===== src/rtl/ir_prefetch_queue_if.sv =====
// rtl/ir_prefetch_queue_if.sv - fetch/control handshake bundle for the instruction prefetch queue
interface ir_prefetch_queue_if #(
  parameter int WIDTH    = 16,
  parameter int DEPTH    = 4,
  parameter int OPC_BITS = 4,
  parameter int CNT_W    = $clog2(DEPTH + 1)
);
  logic                wr_valid;
  logic                wr_ready;
  logic [WIDTH-1:0]    wr_data;
  logic                ld;
  logic                flush;
  logic [WIDTH-1:0]    ir_out;
  logic                ir_valid;
  logic [OPC_BITS-1:0] opcode;
  logic [CNT_W-1:0]    count;
  logic                full;
  logic                empty;

  // Queue side: consumes fetch/control requests, presents IR and status.
  modport slave (
    input  wr_valid, wr_data, ld, flush,
    output wr_ready, ir_out, ir_valid, opcode, count, full, empty
  );

  // Fetch/control side.
  modport master (
    output wr_valid, wr_data, ld, flush,
    input  wr_ready, ir_out, ir_valid, opcode, count, full, empty
  );
endinterface


===== src/rtl/ir_prefetch_queue.sv =====
// rtl/ir_prefetch_queue.sv - circular prefetch queue feeding an architectural instruction register
module ir_prefetch_queue #(
  parameter int WIDTH    = 16,
  parameter int DEPTH    = 4,
  parameter int OPC_BITS = 4,
  parameter int CNT_W    = $clog2(DEPTH + 1)
) (
  input  logic                 clk,
  input  logic                 reset,
  ir_prefetch_queue_if.slave   bus
);
  localparam int PTR_W = $clog2(DEPTH);

  logic [WIDTH-1:0] mem_q [DEPTH];
  logic [WIDTH-1:0] mem_d [DEPTH];
  logic [PTR_W-1:0] rd_ptr_q, rd_ptr_d;
  logic [PTR_W-1:0] wr_ptr_q, wr_ptr_d;
  logic [CNT_W-1:0] count_q, count_d;
  logic [WIDTH-1:0] ir_q, ir_d;
  logic             ir_valid_q, ir_valid_d;
  logic             full_w, empty_w;
  logic             do_push, do_pop;

  // Status comes only from the registered count, never from pointers or inputs.
  assign full_w  = (count_q == CNT_W'(DEPTH));
  assign empty_w = (count_q == '0);
  assign do_push = bus.wr_valid && !full_w;
  assign do_pop  = bus.ld && !empty_w;

  assign bus.wr_ready = !full_w;
  assign bus.full     = full_w;
  assign bus.empty    = empty_w;
  assign bus.count    = count_q;
  assign bus.ir_out   = ir_q;
  assign bus.ir_valid = ir_valid_q;
  assign bus.opcode   = ir_q[WIDTH-1 -: OPC_BITS];

  // Next-state for storage, pointers, count and IR; flush overrides everything.
  always_comb begin
    mem_d      = mem_q;
    rd_ptr_d   = rd_ptr_q;
    wr_ptr_d   = wr_ptr_q;
    count_d    = count_q;
    ir_d       = ir_q;
    ir_valid_d = ir_valid_q;
    if (bus.flush) begin
      rd_ptr_d   = '0;
      wr_ptr_d   = '0;
      count_d    = '0;
      ir_d       = '0;
      ir_valid_d = 1'b0;
    end else begin
      if (do_push) begin
        mem_d[wr_ptr_q] = bus.wr_data;
        wr_ptr_d        = wr_ptr_q + PTR_W'(1);
      end
      if (bus.ld) begin
        if (do_pop) begin
          // Head is read from the old storage: no same-cycle write-to-IR bypass.
          ir_d       = mem_q[rd_ptr_q];
          ir_valid_d = 1'b1;
          rd_ptr_d   = rd_ptr_q + PTR_W'(1);
        end else begin
          ir_valid_d = 1'b0;
        end
      end
      count_d = count_q + CNT_W'(do_push) - CNT_W'(do_pop);
    end
  end

  // State registers with asynchronous discard of all contents.
  always_ff @(posedge clk or negedge reset) begin
    if (!reset) begin
      for (int i = 0; i < DEPTH; i++) mem_q[i] <= '0;
      rd_ptr_q   <= '0;
      wr_ptr_q   <= '0;
      count_q    <= '0;
      ir_q       <= '0;
      ir_valid_q <= 1'b0;
    end else begin
      for (int i = 0; i < DEPTH; i++) mem_q[i] <= mem_d[i];
      rd_ptr_q   <= rd_ptr_d;
      wr_ptr_q   <= wr_ptr_d;
      count_q    <= count_d;
      ir_q       <= ir_d;
      ir_valid_q <= ir_valid_d;
    end
  end
endmodule


===== src/flat_wrapper.sv =====
// flat-port wrapper written by rule: the top's interface ports become plain ports
module ir_prefetch_queue_flat 
#(
  parameter int WIDTH    = 16,
  parameter int DEPTH    = 4,
  parameter int OPC_BITS = 4,
  parameter int CNT_W    = $clog2(DEPTH + 1)
)
  (clk, reset, bus_wr_valid, bus_wr_data, bus_ld, bus_flush, bus_wr_ready, bus_ir_out, bus_ir_valid, bus_opcode, bus_count, bus_full, bus_empty);
  ir_prefetch_queue_if #(.WIDTH(WIDTH), .DEPTH(DEPTH), .OPC_BITS(OPC_BITS), .CNT_W(CNT_W)) bus_i ();
  input  logic clk;
  input  logic reset;
  input wire logic [$bits(bus_i.wr_valid)-1:0] bus_wr_valid;
  input wire logic [$bits(bus_i.wr_data)-1:0] bus_wr_data;
  input wire logic [$bits(bus_i.ld)-1:0] bus_ld;
  input wire logic [$bits(bus_i.flush)-1:0] bus_flush;
  output wire logic [$bits(bus_i.wr_ready)-1:0] bus_wr_ready;
  output wire logic [$bits(bus_i.ir_out)-1:0] bus_ir_out;
  output wire logic [$bits(bus_i.ir_valid)-1:0] bus_ir_valid;
  output wire logic [$bits(bus_i.opcode)-1:0] bus_opcode;
  output wire logic [$bits(bus_i.count)-1:0] bus_count;
  output wire logic [$bits(bus_i.full)-1:0] bus_full;
  output wire logic [$bits(bus_i.empty)-1:0] bus_empty;
  assign bus_i.wr_valid = bus_wr_valid;
  assign bus_i.wr_data = bus_wr_data;
  assign bus_i.ld = bus_ld;
  assign bus_i.flush = bus_flush;
  assign bus_wr_ready = bus_i.wr_ready;
  assign bus_ir_out = bus_i.ir_out;
  assign bus_ir_valid = bus_i.ir_valid;
  assign bus_opcode = bus_i.opcode;
  assign bus_count = bus_i.count;
  assign bus_full = bus_i.full;
  assign bus_empty = bus_i.empty;
  ir_prefetch_queue #(.WIDTH(WIDTH), .DEPTH(DEPTH), .OPC_BITS(OPC_BITS), .CNT_W(CNT_W)) u_core (.clk(clk), .reset(reset), .bus(bus_i));
endmodule

===== config.mk =====
export PLATFORM = sky130hd
export DESIGN_NAME = ir_prefetch_queue_flat
export DESIGN_NICKNAME = d
export VERILOG_FILES = /design/src/rtl/ir_prefetch_queue_if.sv /design/src/rtl/ir_prefetch_queue.sv /design/src/flat_wrapper.sv
export SDC_FILE = /design/constraint.sdc
export NUM_CORES = 1
export LEC_CHECK = 0
export CORE_MARGIN = 2
export CORE_UTILIZATION = 25
export CTS_CLUSTER_DIAMETER = 200
export CTS_CLUSTER_SIZE = 14
export DETAILED_ROUTE_END_ITERATION = 10
export PLACE_DENSITY = 0.51
export SLEW_MARGIN = 20
export SYNTH_ARGS = -nofsm -noshare
export SYNTH_HDL_FRONTEND = slang
export SYNTH_SLANG_ARGS = --single-unit

===== constraint.sdc =====
create_clock -name clk -period 2.6 [get_ports clk]
set_clock_uncertainty 0.05 [all_clocks]
set_input_delay 0.52 -clock clk [delete_from_list [all_inputs] [get_ports clk]]
set_output_delay 0.52 -clock clk [all_outputs]
set_load 0.005 [all_outputs]

==> reports/metrics.cfg <==
[outcome]
status = completed

[floorplanning]
dieArea_um2 = 16600
start_util_pct = 25.6
coreArea_um2 = 15200
fp.dieH_um = 129
chipWidth_um = 129
placementRows = 45
boundaryPins = 48

[worst_setup_path]
startpoint_type = flip-flop
r2r_slack_ns = 0.16
critical_path_class = reg2reg
r2r_start = u_core.bus.count[1]
timing.rr.end = u_core.bus.count[2]
cp-end-kind = flip-flop
cp_common_cell = inv_1
slowest_stage = o31ai_1
crit_required_ns = 2.78
slowest_delay_ns = 0.49
path_cells = o31ai_1 -> inv_1 -> ha_1 -> inv_1 -> ha_1 -> inv_1 -> fa_1 -> xnor2_1 -> nor2_1
worstPathArrival_ns = 2.62
reg2reg_depth = 9
cp_max_fo = 7

[routing]
first_pass_iters = 4
drc = 0
vias = 2222
avgViaCountPerCell = 4.55
post_drt_wl_per_cell_um = 16.7
ant_nets = 0
routed_wl_um = 8130
drt_iter0_drc = 132

[clock_tree]
clkSinkCount = 88
cts_setup_buffers = 0
clk_pin_slew_ns = 0.06
clockBufferDepth = 2
cts_resized = 0
clock-root-buffer = clkbuf_16
insertion_delay_ns = 0.34
holdBufCountCts = 0
tritoncts = done
htreeDepth = 3
cts_buffers = 9

[synth]
synthesis.area_um2 = 3880
syn_area_per_cell_um2 = 15.9
syn_inst = 245
yosysSeqAreaShare_pct = 56.7
synth_cell_types = 27
yosysWarnings = 0
syn_nets = 273
ys_ff_latch = 88

[power_and_ir_drop]
p_leak_nw = 2.11
ir_drop_mv = 0.442
p_per_area_nw_per_um2 = 1030
fin_total_pwr_mw = 4.98

[global_route]
grt_max_degree = 46
grt.met3_usage_pct = 1.66
grt_pass1_wl_um = 13400
grt_use_total_pct = 10.7
top_usage_layer = met2
antenna_found_initial = 0
grt_use_met2_pct = 17.0
overflow = 0
grtUsageMet1_pct = 14.5
first_global_vias = 2407

[sta]
finalCriticalPeriod_ns = 2.44
fin_crit_sh_pct = 93.9
hold_ws_ns = 0.0430
slew_headroom_pct = 61.6
setup_viol = 0
worst_slew_pin_slew_ns = 0.576
drv_slew = 0
setup_ws_ns = 0.158
finalHoldViolCount = 0
clock.fmax_ghz = 0.410
rsz0062_at_grt = false
fin_setup_tns_ns = 0

[worst_hold_path]
hold_class = in2async

[final_layout]
area_delta_synth_final_pct = 24.5
drive_above_1_share_pct = 35.7
num-fill-cells = 1484
antennaDiodeCount = 0
regArea_um2 = 2200
multi_input_area_um2 = 1540
final_nets = 324

[placed_design]
portBuffers = 47
gp_congestion = 0.717
dp_slack_ns = -0.00749
dp_hpwl_um = 5270

[run]
max_cap_violations = 0

[where the power goes]
part	internal, mW	total [mW]	switching (mW)	leakage [nW]
combinational	1.08	1.61	0.528	0.851
sequential	1.90	2.23	0.328	1.13
clock	0.637	1.15	0.512	0.125
total	3.62	4.98	1.37	2.11
[worst max path at each step]
stage                         from             endpoint  depth (start not counted)
3_3_place_gp                bus_ld  u_core.bus.count[2]                         10
4_1_cts        u_core.bus.count[1]             bus_full                          3
5_1_grt        u_core.bus.count[1]  u_core.bus.count[2]                          9
3_5_place_dp          bus_wr_valid     u_core.mem_q[42]                          4
2_1_floorplan  u_core.bus.count[1]  u_core.bus.count[2]                          9
6_report       u_core.bus.count[1]  u_core.bus.count[2]                          9
[metal layers]
| layer | vias up | wire length [um] |
|---|---|---|
| met3 | 9 | 346 |
| met5 | - | 0 |
| met1 | 1162 | 3910 |
| met2 | 50 | 3720 |
| li1 | 1001 | - |
| met4 | 0 | 144 |
[cells in the mapped netlist]
cell type	count	area [um2]
mux2_4	10	150
nor3_1	1	5.00
buf_6	2	22.5
dfrtp_1	88	2200
mux4_2	16	360
xnor2_1	2	17.5
clkbuf_1	4	15.0
ha_1	6	75.1
buf_12	1	20.0
buf_4	4	30.0
buf_2	6	30.0
o21ai_0	2	10.0
nor2_1	7	26.3
and3_1	1	6.26
inv_1	8	30.0
xor2_1	2	17.5
nand2b_1	1	6.26
o311ai_0	1	8.76
a22o_1	16	140
fa_1	1	20.0
or3b_1	1	8.76
nand3_2	3	30.0
mux2_2	54	608
a21oi_1	3	15.0
nor2b_1	2	12.5
o31ai_1	1	7.51
nand3_1	2	10.0
[cells in the final DEF, fill, tap and decap left out, types with 6 or more instances in the layout]
cell and count:
clkdlybuf4s50_1 46, inv_1 8, clkbuf_16 9, ha_1 6, buf_4 8, mux2_2 54
dfrtp_1 88, a22o_1 16, nor2_1 7, mux4_2 16, mux2_4 10
[area by class of cell]
type	instances	share of cell area, %
multi-input combinational	132	31.7
clock inverter	4	0.465
sequential	88	45.5
tap	188	4.86
inverter	8	0.621
timing repair buffer	57	12.0
clock buffer	11	4.81
[worst max-delay path: cells and delay by family, from the launching register on]
| family | cells | cell delay (ns) |
|---|---|---|
| DFF | 1 | 0.47 |
| xor gates and xnor gates | 1 | 0.17 |
| and+or+nand+nor | 1 | 0.06 |
| adders and majority gates | 3 | 0.82 |
| AOI/OAI and AO/OA | 1 | 0.49 |
| buffers and inverters | 3 | 0.28 |
[logic make-up after synthesis]
family | after synthesis | share of synthesized area (%)
AND/OR/NAND/NOR | 18 | 2.71
flip-flops | 88 | 56.7
AO/OA/AOI/OAI | 23 | 4.67
buffers and inverters | 25 | 3.80
adder cells (fa/ha/maj) | 7 | 2.45
XOR/XNOR | 4 | 0.902
multiplexers | 80 | 28.8
[flip-flops by register name (all words and copies together), names as in the netlist]
signal / count
u_core.mem_q: 64
u_core.bus.ir_out: 16
u_core.bus.count: 3
u_core.rd_ptr_q: 2
u_core.wr_ptr_q: 2
u_core.bus.ir_valid: 1
[per-stage QoR]
| stage | area, um2 | std cells | util (%) |
|---|---|---|---|
| after global placement | 4580 | 473 | 30.1 |
| final | 4840 | 488 | 31.8 |
| after detailed placement | 4580 | 473 | 30.1 |
| after CTS | 4840 | 488 | 31.8 |
| after floorplan | 3880 | 245 | - |
| after global routing | 4840 | 488 | 31.8 |
Note: power is estimated with default switching activity, not from simulation.
